<file path="src/rtl/spi_offload_core.sv">
// spi_offload_core: instruction-driven SPI offload engine with an internal register bank.
// Streams {op, R[rs_a], R[rs_b]} to an external SPI ALU slave, receives the result frame
// and writes it back to R[rd].
// Optional feature macro: SPI_RX_PARITY_EN (adds a trailing even-parity bit to the RX frame;
// a parity mismatch suppresses writeback and pulses err instead of done).
module spi_offload_core #(
   parameter int DATA_W     = 32,
   parameter int REG_ADDR_W = 5,
   parameter int OP_W       = 2,
   parameter int SCLK_DIV   = 4
) (
   input  logic                           clock,
   input  logic                           reset,
   input  logic                           instr_valid,
   output logic                           instr_ready,
   input  logic [OP_W+3*REG_ADDR_W-1:0]   instr,
   input  logic [REG_ADDR_W-1:0]          dbg_addr,
   output logic [DATA_W-1:0]              dbg_data,
   output logic                           done,
   output logic                           err,
   output logic                           spi_sclk,
   output logic                           spi_nss,
   output logic                           spi_mosi,
   input  logic                           spi_miso
);

   localparam int N_TX = OP_W + 2*DATA_W;
`ifdef SPI_RX_PARITY_EN
   localparam int N_RX = DATA_W + 1;
`else
   localparam int N_RX = DATA_W;
`endif
   localparam int unsigned N_WORDS = 2**REG_ADDR_W;
   localparam int BIT_W = $clog2(N_TX + 1);
   localparam int PH_W  = $clog2(2*SCLK_DIV);

   localparam logic [PH_W-1:0]  PH_LAST  = PH_W'(2*SCLK_DIV - 1);
   localparam logic [PH_W-1:0]  PH_HIGH  = PH_W'(SCLK_DIV - 1);
   localparam logic [PH_W-1:0]  PH_RISE  = PH_W'(SCLK_DIV);
   localparam logic [BIT_W-1:0] TX_LAST  = BIT_W'(N_TX - 1);
   localparam logic [BIT_W-1:0] RX_LAST  = BIT_W'(N_RX - 1);

   typedef enum logic [2:0] {
      IDLE,
      LOAD,
      TX,
      GAP,
      RX,
      WB
   } state_t;

   state_t                  state;
   logic [PH_W-1:0]         phase;
   logic [BIT_W-1:0]        bit_cnt;
   logic [OP_W-1:0]         op_q;
   logic [REG_ADDR_W-1:0]   rs_a_q;
   logic [REG_ADDR_W-1:0]   rs_b_q;
   logic [REG_ADDR_W-1:0]   rd_q;
   logic [N_TX-1:0]         tx_shift;
   logic [N_RX-1:0]         rx_shift;
   logic [DATA_W-1:0]       bank [N_WORDS];

   logic [N_TX-1:0]         load_frame;
   logic [DATA_W-1:0]       result;
`ifdef SPI_RX_PARITY_EN
   logic                    parity_ok;
`endif

   // Frame assembly from the bank and result extraction from the received word
   always_comb begin
      load_frame = {op_q, bank[rs_a_q], bank[rs_b_q]};
`ifdef SPI_RX_PARITY_EN
      result    = rx_shift[N_RX-1:1];
      // Even parity: data bits XOR parity bit must be zero
      parity_ok = ~(^rx_shift);
`else
      result    = rx_shift;
`endif
   end

   assign dbg_data = bank[dbg_addr];

   // Main sequencer: handshake, frame shifting, SCLK generation and writeback
   always_ff @(posedge clock or negedge reset) begin
      if (!reset) begin
         state       <= IDLE;
         phase       <= '0;
         bit_cnt     <= '0;
         op_q        <= '0;
         rs_a_q      <= '0;
         rs_b_q      <= '0;
         rd_q        <= '0;
         tx_shift    <= '0;
         rx_shift    <= '0;
         bank        <= '{default: '0};
         instr_ready <= 1'b1;
         done        <= 1'b0;
         err         <= 1'b0;
         spi_sclk    <= 1'b0;
         spi_nss     <= 1'b1;
         spi_mosi    <= 1'b0;
      end else begin
         done <= 1'b0;
         err  <= 1'b0;
         case (state)
            IDLE: begin
               if (instr_valid && instr_ready) begin
                  op_q        <= instr[OP_W+3*REG_ADDR_W-1 -: OP_W];
                  rs_a_q      <= instr[3*REG_ADDR_W-1 -: REG_ADDR_W];
                  rs_b_q      <= instr[2*REG_ADDR_W-1 -: REG_ADDR_W];
                  rd_q        <= instr[REG_ADDR_W-1:0];
                  instr_ready <= 1'b0;
                  state       <= LOAD;
               end
            end
            LOAD: begin
               // Operands snapshot here, so rd aliasing a source is harmless
               tx_shift <= load_frame;
               spi_mosi <= load_frame[N_TX-1];
               spi_nss  <= 1'b0;
               spi_sclk <= 1'b0;
               phase    <= '0;
               bit_cnt  <= '0;
               state    <= TX;
            end
            TX: begin
               if (phase == PH_LAST) begin
                  phase    <= '0;
                  spi_sclk <= 1'b0;
                  if (bit_cnt == TX_LAST) begin
                     spi_nss  <= 1'b1;
                     spi_mosi <= 1'b0;
                     state    <= GAP;
                  end else begin
                     bit_cnt  <= bit_cnt + 1'b1;
                     tx_shift <= tx_shift << 1;
                     spi_mosi <= tx_shift[N_TX-2];
                  end
               end else begin
                  phase <= phase + 1'b1;
                  if (phase == PH_HIGH) spi_sclk <= 1'b1;
               end
            end
            GAP: begin
               if (phase == PH_LAST) begin
                  phase   <= '0;
                  bit_cnt <= '0;
                  spi_nss <= 1'b0;
                  state   <= RX;
               end else begin
                  phase <= phase + 1'b1;
               end
            end
            RX: begin
               // Sample on the cycle where sclk is first seen high
               if (phase == PH_RISE) rx_shift <= {rx_shift[N_RX-2:0], spi_miso};
               if (phase == PH_LAST) begin
                  phase    <= '0;
                  spi_sclk <= 1'b0;
                  if (bit_cnt == RX_LAST) begin
                     spi_nss <= 1'b1;
                     state   <= WB;
                  end else begin
                     bit_cnt <= bit_cnt + 1'b1;
                  end
               end else begin
                  phase <= phase + 1'b1;
                  if (phase == PH_HIGH) spi_sclk <= 1'b1;
               end
            end
            WB: begin
`ifdef SPI_RX_PARITY_EN
               if (parity_ok) begin
                  bank[rd_q] <= result;
                  done       <= 1'b1;
               end else begin
                  err <= 1'b1;
               end
`else
               bank[rd_q] <= result;
               done       <= 1'b1;
`endif
               instr_ready <= 1'b1;
               state       <= IDLE;
            end
            default: state <= IDLE;
         endcase
      end
   end

endmodule
</file>
<file path="config.mk">
export PLATFORM = sky130hd
export DESIGN_NAME = spi_offload_core
export DESIGN_NICKNAME = d
export VERILOG_FILES = /design/src/rtl/spi_offload_core.sv
export SDC_FILE = /design/constraint.sdc
export NUM_CORES = 2
export LEC_CHECK = 0
export CORE_MARGIN = 1
export CORE_UTILIZATION = 60
export DETAILED_ROUTE_END_ITERATION = 12
export GPL_TIMING_DRIVEN = 0
export HOLD_SLACK_MARGIN = 0.06
export PLACE_DENSITY = 0.75
export SETUP_SLACK_MARGIN = 0.2
export SLEW_MARGIN = 30
export SYNTH_ARGS = -nofsm -noshare
export SYNTH_HDL_FRONTEND = slang
export SYNTH_SLANG_ARGS = --single-unit
</file>
<file path="constraint.sdc">
create_clock -name clock -period 7.25 [get_ports clock]
set_input_delay 1.0875 -clock clock [delete_from_list [all_inputs] [get_ports clock]]
set_output_delay 1.0875 -clock clock [all_outputs]
set_load 0.05 [all_outputs]
</file>
Word level (Yosys, flattened, before mapping)
Index checks and enable logic that the tools add are counted.
{"block": "word_totals", "register_bits": 1156, "inputBits": 26, "out_inout_bits": 38, "wordCells": 140}
{"block": "classes", "add_sub_neg": 2, "n_lt_le_gt_ge": 5, "eq_ne": 19, "mux": 45, "bitwise": 4, "reduce_logical": 19}
{"operator": "bitwise mux 1024 bit", "n": 1}
{"operator": "binary-select mux 32 bit (select 5 bit)", "n": 3}
{"operator": "2-to-1 mux 32 bit", "n": 7}
{"operator": "demux 32 bit (select 5 bit)", "n": 1}
{"operator": "2-to-1 mux 65 bit", "n": 2}
{"operator": "one-hot mux 65 bit (2 select lines)", "n": 1}
{"operator": "2-to-1 mux 7 bit", "n": 5}
{"operator": "one-hot mux 7 bit (4 select lines)", "n": 1}
{"operator": ">= comparator 6 bit (second input constant)", "n": 4}
{"operator": "NOT 5 -> 6 bit", "n": 4}
{"operator": "2-to-1 mux 3 bit", "n": 7}
{"operator": "AND reduction 6 bit", "n": 3}
{"operator": "inequality test 2 bit (second input constant)", "n": 8}
{"operator": "one-hot mux 3 bit (5 select lines)", "n": 1}
{"operator": "== test 3 bit (second input constant)", "n": 4}
{"operator": "2-to-1 mux 1 bit", "n": 11}
{"operator": "AND reduction 2 bit", "n": 5}
{"operator": "== test 3 x 2 -> 1 bit (second input constant)", "n": 3}
{"operator": "nonzero test 2 bit", "n": 4}
{"operator": "adder 7 x 1 -> 7 bit (second input constant)", "n": 1}
{"operator": "== test 7 x 5 -> 1 bit (second input constant)", "n": 1}
{"operator": "== test 7 bit (second input constant)", "n": 1}
{"operator": "less-than comparator 6 x 1 -> 1 bit (second input constant)", "n": 1}
{"operator": "one-hot mux 1 bit (2 select lines)", "n": 3}
{"operator": "11 further kinds", "n": 12}

Depth between registers and ports, before layout
{"block": "depth", "word_depth": 6, "mapped_depth": 9, "ltp_nobuf": 7}

Worst setup path before layout
Ideal clock, no wire load.
{"block": "synth_path", "kind": "in2out", "from": "input port dbg_addr[1]", "to": "output port dbg_data[0]", "arrival_ns": 2.928, "required_time_ns": 6.162, "slack_ns": 3.235, "path_stages": 5, "n_path_buf": 2, "path_cell_list": "clkbuf_1 -> buf_1 -> mux4_2 -> mux4_2 -> mux2_2"}
{"block": "synth_between", "elab_chain_cells": 4}
{"element": "from (decl)", "line": "17", "text": "input logic [REG_ADDR_W-1:0] dbg_addr,"}
{"element": "NOT 5 -> 6 bit (implied by the code)", "line": "81", "text": "assign dbg_data = bank[dbg_addr];"}
{"element": "binary-select mux 32 bit (select 5 bit)", "line": "81"}
{"element": "2-to-1 mux 32 bit (implied by the code) (2 in series)", "line": "81"}
{"element": "to (decl)", "line": "18", "text": "output logic [DATA_W-1:0] dbg_data,"}
No other way between the ends. The select of a mux whose other input is x is not followed.

Worst setup path in the final report
{"block": "layout_path", "from": "input port dbg_addr[1]", "to": "output port dbg_data[29]"}
The elaborated chain is that of the path after synthesis.

==> metrics.md <==
| Metric | Value |
|---|---|
| Total GRT Usage | 0.5666 |
| Die width | 338.1 um |
| RSZ-0062 raised after global routing | false |
| Setup TNS | 0 ps |
| Most frequent cells in the layout | 1154 x dfrtp_1, 1067 x mux2_2, 832 x mux4_2 |
| Final #Nets | about 4700 |
| RR Endpoint | tx_shift[50]$_DFFE_PN0P_ |
| Reg area | 28930 sq um |
| Final Hold Viols | 0 |
| Status | finished, final reports clean |
| Critical Path Source Type | input port |
| Post-Route WL | 319.6 mm |
| Design internal power | 13680 uW |
| Mapped Nets | ~4400 |
| Most common cell after layout, fill and taps aside | dfrtp_1 |
| Final min period | 5955 ps |
| Die area | 114300 sq um |
| Share of cells above drive strength 1 | 0.5431 |
| Top FF cell, synth | dfrtp_1 |
| DR vias/cell | ~8.4 |
| Post-cts sizing count | 0 |
| P_leak | 0.03412 uW |
| Max Freq | between 150 and 200 MHz |
| Mean Syn Cell Area | between 15 and 20 sq um |
| FF-to-FF path depth | 8 |
| Root Buffer | clkbuf_16 |
| DR iter-0 viols | 9306 |
| Hold WC Path Type | in -> async |
| Post-Synthesis Cells | 4383 |
| Max Fanout on Critical Path | 10 |
| Clock power frac | 0.296 |
| Initial Util | 0.6091 |
| Initial antenna violation count | 31 |
| Synth warnings | 0 |
| Crit share post-route | 0.8214 |
| Vias in the first global route | 50810 |
| Synthesized flop and latch total | 1156 |
| Global route overflow | 0 |
| Pre-Repair DR Iteration Count | 9 |
| Sink Count | 1156 |
| I/O Buffers | 57 |
| First-pass GRT wire length | 431.4 mm |
| FP Rows | 122 |
| Core area | 111300 sq um |
| Cts hold-fix bufs | 0 |
| R2R Setup Slk | 2810 ps |
| ANT nets after route | 0 |
| Final Slew Violations | 0 |
| Seq/Total Area, Yosys | 0.4268 |
| Max IR drop VDD | between 0.4 and 0.5 mV |
| Psw | 10500 uW |
| Filler cells | 7625 |
| WP data arrival | roughly 4900 ps |
| R2R Path Start | state[2]$_DFFE_PN0P_ |
| Final setup violation count | 0 |
| Via Count | 52830 |
| Design area | 76450 sq um |
| Sw Share | 0.4342 |
| Setup fix buffers added after clock tree synthesis | 0 |
| Relative slew slack | 0.1990 |
| DP Wirelength | 209.4 mm |
| FFs w/ async S/R, synth | 1.000 |
| # DRC | 0 |
| Netlist cell types | 56 |
| Max Buffers Root-to-Sink | 3 |
| Netlist Area Pre-Place | 67780 sq um |
| Largest net degree at the start of global routing | ~130 |
| Maxcap violations | 0 |
| CTS tree | built |
| Type of the worst setup path | in -> out |
| Sequential Power Share | 0.286 |
| Avg WL per Cell | 51.08 um |
| Post-DP Area | 71780 sq um |
| Num CTS Buffers | 135 |
| Area of the multi-input gates | about 37000 sq um |
| Area delta synth->final | 12.79% |
| Combinational power share | 0.417 |
| Least-Margin Pin Slew | 1202 ps |
| Worst clock skew | about 24 ps |
| Kind of end point of the critical path | output port |
| Clk_lat worst skew | 790 ps |
| PwrDens | around 320 nW/um^2 |
| # IOs | 64 |
| Number of enable flip-flop cells after synthesis | 0 |
| Number of H-tree levels | 4 |
| GP Congestion | ~1.1 |
| Die height | ~340 um |
| Data required time of the worst path | 6160 ps |
| Clk slew on worst S/H paths | about 60 ps |
synthesized netlist by cell type (9+ instances only):
cell,number,share of area
dfrtp_1,1154,0.43
mux2_2,1067,0.18
mux4_2,832,0.28
clkbuf_1,228,0.013
buf_2,148,0.011
mux2i_1,130,0.019
o22ai_1,95,0.0088
nor2_1,86,0.0048
a22oi_1,74,0.0082
buf_1,70,0.0039
nand2_1,51,0.0028
a21oi_1,47,0.0035
o211ai_1,47,0.0052
mux2_1,39,0.0065
a21o_1,34,0.0038
buf_4,32,0.0035
or2_2,30,0.0028
nor3_1,21,0.0016
o21ai_0,20,0.0015
and3_1,19,0.0018
o221ai_1,16,0.0021
a221o_1,10,0.0015
buf_6,10,0.0017
nand3_1,10,0.00074
or3b_2,10,0.0013
nand2b_1,9,0.00083
o31ai_1,9,0.0010
sequential cells by signal, summed over array words and instances, names as in the netlist, 2 cells and up:
name / count
bank: 1024
tx_shift: 65
result: 32
bit_cnt: 7
rd_q: 5
rs_a_q: 5
rs_b_q: 5
phase: 3
state: 3
op_q: 2
how the worst max path moves through the flow:
stage	start	slack, ps	cells after the start	endpoint
floorplan	dbg_addr[1]	3230	5	dbg_data[0]
global placement	reset	-48230	1	bank[777]$_DFFE_PN0P_
detailed placement	dbg_addr[1]	1560	6	dbg_data[29]
CTS	dbg_addr[1]	1560	6	dbg_data[29]
global route	dbg_addr[1]	1470	6	dbg_data[29]
finish	dbg_addr[1]	1290	6	dbg_data[29]
power groups by stage:
stage	Sequential [uW]	Combinational, uW	Clock (uW)
global route	6930	9610	7320
global placement	7050	8360	0
CTS	6900	9010	7050
finish	6930	10100	7170
floorplan	6980	4050	0
detailed placement	7010	8990	0
routing by layer:
metal / global-route usage / vias up / routed length (um)
met5: 0.08917 / - / 1522
met4: 0.4373 / 43 / 32300
met3: 0.4194 / 1793 / 62190
met2: 0.7117 / 5799 / 123500
met1: 0.6358 / 27150 / 100100
li1: - / 18050 / -
through the flow:
| stage | utilization | power (uW) | hold WS [ps] | instances | setup slack [ps] |
|---|---|---|---|---|---|
| 4_1_cts | 0.6858 | 22960 | 185.0 | 6221 | 1558 |
| 5_1_grt | 0.6864 | 23860 | 185.4 | 6231 | 1468 |
| 3_5_place_dp | 0.6451 | 16010 | 459.5 | 5981 | 1562 |
| 6_report | 0.6870 | 24180 | 174.4 | 6257 | 1295 |
| 2_1_floorplan | - | 11020 | 457.3 | 4383 | 3235 |
| 3_3_place_gp | 0.6310 | 15410 | 464.7 | 5928 | -48230 |
layout make-up:
cell class	instances	area share
multi-input cells	2731	0.4794
clock inverters	41	0.005614
diodes	35	0.001146
plain buffers	488	0.03156
clock buffers	199	0.05375
flip-flops and latches	1156	0.3784
inverters	8	0.0003928
repair buffers	111	0.02534
well taps	1488	0.02435
kinds of logic (layout without fill, tap and decap cells):
kind of cell / count (synthesis) / in the layout / share of synthesized area
buf+inv: 496 / 847 / 0.03308
fa+ha+maj: 6 / 6 / 0.001108
other cells: 1 / 36 / 0.00005533
compound gates: 373 / 373 / 0.03799
simple gates: 281 / 281 / 0.02128
mux: 2068 / 2068 / 0.4794
xor+xnor: 2 / 2 / 0.0002585
flops: 1156 / 1156 / 0.4268
critical path: stages:
cell	delay, ps
clkbuf_1	840
buf_1	880
mux4_2	510
mux4_2	520
mux2_2	290
clkdlybuf4s50_1	710
Note: power is estimated with default switching activity, not from simulation.
